**src/rtl/mem_access_unit_pkg.sv**
```systemverilog
// Shared encodings for the memory access unit and the memory-module controller.
package mem_access_unit_pkg;

    typedef enum logic [1:0] {
        MEM_IDLE  = 2'b00,
        MEM_READ  = 2'b01,
        MEM_WRITE = 2'b10
    } mem_cmd_e;

    typedef enum logic [1:0] {
        ST_IDLE = 2'b00,
        ST_WAIT = 2'b01,
        ST_RESP = 2'b10
    } state_e;

    localparam int ERR_COUNT_WIDTH = 8;

    function automatic logic [ERR_COUNT_WIDTH-1:0] sat_inc(input logic [ERR_COUNT_WIDTH-1:0] v);
        return (v == '1) ? v : v + 1'b1;
    endfunction

endpackage

```
**src/rtl/mem_access_unit_timeout_counter.sv**
```systemverilog
// Counts WAIT cycles; expired_o flags the last permitted cycle so the FSM leaves on that edge.
module mem_timeout_counter #(
    parameter int WIDTH = 8,
    parameter int LIMIT = 64
) (
    input  logic clk,
    input  logic srst,
    input  logic load_i,
    input  logic enable_i,
    output logic expired_o
);

    localparam logic [WIDTH-1:0] LAST = WIDTH'(LIMIT - 1);

    logic [WIDTH-1:0] count_q;
    logic [WIDTH-1:0] count_d;

    always_comb begin
        count_d = count_q;
        if (load_i) begin
            count_d = '0;
        end else if (enable_i && (count_q != '1)) begin
            count_d = count_q + 1'b1;
        end
    end

    always_ff @(posedge clk) begin
        if (srst) begin
            count_q <= '0;
        end else begin
            count_q <= count_d;
        end
    end

    assign expired_o = enable_i && (count_q == LAST);

endmodule

```
**src/rtl/mem_access_unit.sv**
```systemverilog
// Single-outstanding request/response bridge to a memory module, with WAIT timeout and
// saturating error counter. All outputs come straight from registers.
module mem_access_unit
    import mem_access_unit_pkg::*;
#(
    parameter int ramWidth      = 8,
    parameter int addrSize      = 8,
    parameter int timeoutCycles = 64
) (
    input  logic                clk,
    input  logic                clr,
    input  logic                reqValid,
    input  logic                reqWrite,
    input  logic                reqIndirect,
    input  logic [addrSize-1:0] reqAddr,
    input  logic [ramWidth-1:0] reqData,
    output logic                reqReady,
    output logic                respValid,
    input  logic                respReady,
    output logic [ramWidth-1:0] respData,
    output logic                respErr,
    output logic [7:0]          errCount,
    output logic [1:0]          memCntrl,
    output logic [addrSize-1:0] memAddr,
    output logic [ramWidth-1:0] memDataIn,
    output logic                memIsIndirect,
    input  logic [ramWidth-1:0] memDataOut,
    input  logic                memDataReady
);

    state_e              state_q, state_d;
    mem_cmd_e            mem_cntrl_q, mem_cntrl_d;
    logic                req_ready_q, req_ready_d;
    logic                resp_valid_q, resp_valid_d;
    logic [ramWidth-1:0] resp_data_q, resp_data_d;
    logic                resp_err_q, resp_err_d;
    logic [7:0]          err_count_q, err_count_d;
    logic [addrSize-1:0] mem_addr_q, mem_addr_d;
    logic [ramWidth-1:0] mem_data_in_q, mem_data_in_d;
    logic                mem_indirect_q, mem_indirect_d;
    logic                timeout_expired;

    // Held at zero outside WAIT so every access starts a fresh count.
    mem_timeout_counter #(
        .WIDTH (8),
        .LIMIT (timeoutCycles)
    ) u_timeout (
        .clk       (clk),
        .srst      (clr),
        .load_i    (state_q != ST_WAIT),
        .enable_i  (state_q == ST_WAIT),
        .expired_o (timeout_expired)
    );

    always_comb begin
        state_d        = state_q;
        mem_cntrl_d    = mem_cntrl_q;
        req_ready_d    = req_ready_q;
        resp_valid_d   = resp_valid_q;
        resp_data_d    = resp_data_q;
        resp_err_d     = resp_err_q;
        err_count_d    = err_count_q;
        mem_addr_d     = mem_addr_q;
        mem_data_in_d  = mem_data_in_q;
        mem_indirect_d = mem_indirect_q;

        unique case (state_q)
            ST_IDLE: begin
                if (reqValid) begin
                    state_d        = ST_WAIT;
                    req_ready_d    = 1'b0;
                    mem_cntrl_d    = reqWrite ? MEM_WRITE : MEM_READ;
                    mem_addr_d     = reqAddr;
                    mem_data_in_d  = reqData;
                    mem_indirect_d = reqIndirect;
                end
            end
            ST_WAIT: begin
                // A completion on the timeout edge is a success, so it is tested first.
                if (memDataReady) begin
                    state_d      = ST_RESP;
                    mem_cntrl_d  = MEM_IDLE;
                    resp_valid_d = 1'b1;
                    resp_err_d   = 1'b0;
                    resp_data_d  = (mem_cntrl_q == MEM_READ) ? memDataOut : '0;
                end else if (timeout_expired) begin
                    state_d      = ST_RESP;
                    mem_cntrl_d  = MEM_IDLE;
                    resp_valid_d = 1'b1;
                    resp_err_d   = 1'b1;
                    resp_data_d  = '0;
                    err_count_d  = sat_inc(err_count_q);
                end
            end
            ST_RESP: begin
                if (respReady) begin
                    state_d      = ST_IDLE;
                    resp_valid_d = 1'b0;
                    req_ready_d  = 1'b1;
                end
            end
            default: begin
                state_d     = ST_IDLE;
                mem_cntrl_d = MEM_IDLE;
                req_ready_d = 1'b1;
            end
        endcase
    end

    always_ff @(posedge clk) begin
        if (clr) begin
            state_q        <= ST_IDLE;
            mem_cntrl_q    <= MEM_IDLE;
            req_ready_q    <= 1'b1;
            resp_valid_q   <= 1'b0;
            resp_data_q    <= '0;
            resp_err_q     <= 1'b0;
            err_count_q    <= '0;
            mem_addr_q     <= '0;
            mem_data_in_q  <= '0;
            mem_indirect_q <= 1'b0;
        end else begin
            state_q        <= state_d;
            mem_cntrl_q    <= mem_cntrl_d;
            req_ready_q    <= req_ready_d;
            resp_valid_q   <= resp_valid_d;
            resp_data_q    <= resp_data_d;
            resp_err_q     <= resp_err_d;
            err_count_q    <= err_count_d;
            mem_addr_q     <= mem_addr_d;
            mem_data_in_q  <= mem_data_in_d;
            mem_indirect_q <= mem_indirect_d;
        end
    end

    assign reqReady      = req_ready_q;
    assign respValid     = resp_valid_q;
    assign respData      = resp_data_q;
    assign respErr       = resp_err_q;
    assign errCount      = err_count_q;
    assign memCntrl      = mem_cntrl_q;
    assign memAddr       = mem_addr_q;
    assign memDataIn     = mem_data_in_q;
    assign memIsIndirect = mem_indirect_q;

endmodule
```
**config.mk**
```make
export PLATFORM = sky130hd
export DESIGN_NAME = mem_access_unit
export DESIGN_NICKNAME = d
export VERILOG_FILES = /design/src/rtl/mem_access_unit_pkg.sv /design/src/rtl/mem_access_unit_timeout_counter.sv /design/src/rtl/mem_access_unit.sv
export SDC_FILE = /design/constraint.sdc
export NUM_CORES = 1
export LEC_CHECK = 0
export CAP_MARGIN = 5
export CORE_UTILIZATION = 44
export DETAILED_ROUTE_END_ITERATION = 10
export GPL_ROUTABILITY_DRIVEN = 0
export GPL_TIMING_DRIVEN = 0
export MAX_ROUTING_LAYER = met4
export PLACE_DENSITY = 0.78
export SYNTH_ARGS = -nofsm -noshare
export SYNTH_HDL_FRONTEND = slang
export SYNTH_SLANG_ARGS = --single-unit
```
**constraint.sdc**
```tcl
create_clock -name clk -period 2.21 [get_ports clk]
set_input_delay 0.442 -clock clk [delete_from_list [all_inputs] [get_ports clk]]
set_output_delay 0.442 -clock clk [all_outputs]
set_load 0.01 [all_outputs]
```
==> summary.md <==
| Metric | Value |
|---|---|
| CTS max path bufs | `2` |
| Slew margin rel. | `57.3%` |
| Post-DP HPWL | `3380 µm` |
| Filler Cell Count | `355` |
| Clk pwr share | `31.6%` |
| Die area | `4760 µm²` |
| Critical-path maximum fanout | `10` |
| Critical path type | `in -> reg` |
| Die Y | `69.0 µm` |
| Levels on crit path | `5` |
| Switching Share | `23.6%` |
| Row count | `23` |
| Total of max-cap violations | `0` |
| RSZ-0062 raised after global routing | `false` |
| Routed vias/inst | `5.20` |
| Worst vdd ir | `426 µV` |
| DR vias | `1821` |
| Largest cells by area after synthesis | `dfxtp_1 (49%), a21oi_1 (8.4%), nand2_1 (8.2%)` |
| Status | `finished, final reports clean` |
| # clock sinks | `48` |
| Post-place instance area | `2710 µm²` |
| Min Clock Period, post-route | `1.98 ns` |
| EDFF count, synth | `0` |
| P_int | `1.28 mW` |
| Asr flop ratio synth | `0%` |
| Synthesis Warnings | `0` |
| CTS tree | `done` |
| Cell area power density | `598 nW/µm²` |
| Clock transition at path regs | `0.09 ns` |
| Synth Register Bits | `48` |
| Final Slew Violations | `0` |
| Family with the most delay on the worst path | `simple AND/OR/NAND/NOR gates` |
| Synth cell types | `43` |
| Vias in the first global route | `1618` |
| Worst slew pin tran | `0.641 ns` |
| FMAX | `505 MHz` |
| Worst setup EP type | `register` |
| Buf/Inv on CP | `1` |
| Slowest cell on the critical path | `clkdlybuf4s50_1` |
| CTS Buf Count | `5` |
| Setup TNS | `0 ns` |
| Clk Latency, worst-skew pair | `0.29 ns` |
| ANT cells | `0` |
| GR Overflow Total | `0` |
| Setup slack after layout | `0.229 ns` |
| Worst Path Required | `2.39 ns` |
| Placeable core area | `4140 µm²` |
| Die Wd | `69.0 µm` |
| Synthesized instance count | `225` |
| Period utilization | `89.7%` |
| Hold Path Class | `reg -> reg` |
| Leakage power | `0.987 nW` |
| Worst-path cell chain | `clkdlybuf4s50_1, nor3b_4, nand3_4, nor4_1, mux2_1` |
| Dominant synthesized flop cell | `dfxtp_1` |
| Avg Cell Area, Syn | `8.77 µm²` |
| Sequential Power Share | `54.8%` |
| Worst R2R Path Depth | `6` |
| First-pass GRT wire length | `7450 µm` |
| Yosys top cell area share | `48.7%` |
| Gates resized, CTS repair | `0` |
| Fin nets | `332` |
| Setup violations, final | `0` |
| Post-CTS Setup Inserts | `0` |
| Wirelength per Cell | `13.3 µm` |
| Initial core utilization | `47.6%` |
| Root buf cell | `clkbuf_8` |
| Area growth, synth to finish | `41.7%` |
| Max stage delay on crit path | `0.52 ns` |
| Mapped Area | `1970 µm²` |
| Crit start category | `input port` |
| Skew final | `0.00895 ns` |
| Critical Path AT | `2.17 ns` |
| 1st-iter DRT viols | `94` |
| Design Area, Final | `2800 µm²` |
| Initial antenna violation count | `0` |
| I/O pin total | `69` |
| H-Tree Depth | `2` |
| Combinational group share of total power | `13.6%` |
| Syn_nets | `258` |
| Tot GR Track Use | `21.7%` |
| Fin. Hold Viols | `0` |
| Seq/Total Area, Yosys | `48.7%` |
| Top post-synthesis cells by count | `dfxtp_1 (48), nand2_1 (43), a21oi_1 (33)` |
| Detailed Routing Iterations Pass 1 | `5` |
| Most frequent cell after synthesis | `dfxtp_1` |
| PortBufs | `67` |
| Place WS | `-0.106 ns` |
| DRC | `0` |
| P_sw | `0.395 mW` |
| Hold_buf cts | `0` |
| Ratio of cells with drive above 1 in the final layout | `6.33%` |
| Remaining antenna violation count | `0` |
| Largest net degree at the start of global routing | `14` |
| Hold path depth | `2` |
| Total wire length | `4660 µm` |
| Cell taking the most area after synthesis | `dfxtp_1` |
| Final core utilization | `67.5%` |
## logic make-up (layout without fill, tap and decap cells)
kind of cell / count (synthesis) / in the layout / synth area share [%]
compound gates: 63 / 63 / 19.8
fa+ha+maj: 2 / 2 / 1.27
mux: 1 / 1 / 0.571
xor+xnor: 4 / 4 / 1.78
flops: 48 / 48 / 48.7
simple gates: 94 / 94 / 25.0
buf+inv: 13 / 88 / 2.85
## layer usage
metal / GRT usage, % / up-vias / wire (µm) / share of wire (%)
met5: - / - / 0 / 0
met3: 5.26 / 2 / 216 / 4.6
met1: 28.5 / 816 / 2140 / 46
li1: - / 947 / - / -
met4: 6.12 / 0 / 27 / 0.58
met2: 33.0 / 56 / 2270 / 49
## power by group through the flow
stage                     Clock [mW]  Sequential [mW]  Combinational (mW)
after CTS                      0.539            0.917               0.229
after detailed placement           0            0.937               0.229
final                          0.528            0.917               0.227
after global routing           0.583            0.921               0.250
after floorplan                    0            0.946              0.0872
after global placement             0            0.935               0.225
## cells in the final DEF (no fill, tap or decap), types with 2 or more instances in the layout
| cell type | instances |
|---|---|
| dfxtp_1 | 48 |
| buf_2 | 6 |
| clkbuf_1 | 6 |
| ha_1 | 2 |
| a311oi_1 | 3 |
| or3_1 | 3 |
| and3_1 | 2 |
| o211ai_1 | 2 |
| or4_1 | 3 |
| nor2_1 | 14 |
| nand2b_1 | 2 |
| nand3_1 | 7 |
| o31ai_1 | 3 |
| o21ai_0 | 7 |
| clkdlybuf4s50_1 | 67 |
| clkbuf_8 | 6 |
| a22o_1 | 8 |
| xor2_1 | 4 |
| nand4_1 | 2 |
| nand2_1 | 43 |
| nor2b_1 | 5 |
| inv_1 | 2 |
| a21oi_1 | 33 |
## worst min-delay path, delay by kind of cell, from the launching register on
kind / cells / cell delay, ns
simple gates: 1 / 0.05
compound gates: 1 / 0.05
flops: 1 / 0.31
## flip-flops by register name, summed over array words and instances (netlist names), 2 cells and up
register	flops
u_timeout.count_q	8
memDataIn	8
errCount	8
memAddr	8
memCntrl	2
respData	8
state_q	2
## metrics by stage
| step | total power, mW | hold slack [ns] | std cells |
|---|---|---|---|
| after detailed placement | 1.17 | 0.448 | 342 |
| after floorplan | 1.03 | 0.444 | 225 |
| after CTS | 1.68 | 0.460 | 350 |
| final | 1.67 | 0.456 | 350 |
| after global placement | 1.16 | 0.441 | 342 |
| after global routing | 1.75 | 0.481 | 350 |
## path summary, 6_finish.rpt
| kind | startpoint | to | slack, ns |
|---|---|---|---|
| setup / recovery | memDataReady | errCount[5] | 0.23 |
| hold / removal | memAddr[2] | memAddr[2] | 0.46 |
| setup reg to reg | u_timeout.count_q[0] | respData[1] | 0.31 |
| hold reg to reg | memAddr[2] | memAddr[2] | 0.46 |
## final cells by class
type | instances | area [µm²] | share of cell area, %
inverter | 2 | 7.51 | 0.268
sequential | 48 | 961 | 34.4
tap | 50 | 62.6 | 2.24
buffer | 11 | 48.8 | 1.74
clock buffer | 8 | 90.1 | 3.22
multi-input combinational | 164 | 956 | 34.2
timing repair buffer | 67 | 671 | 24.0
Power figures use the tool's default switching activity.
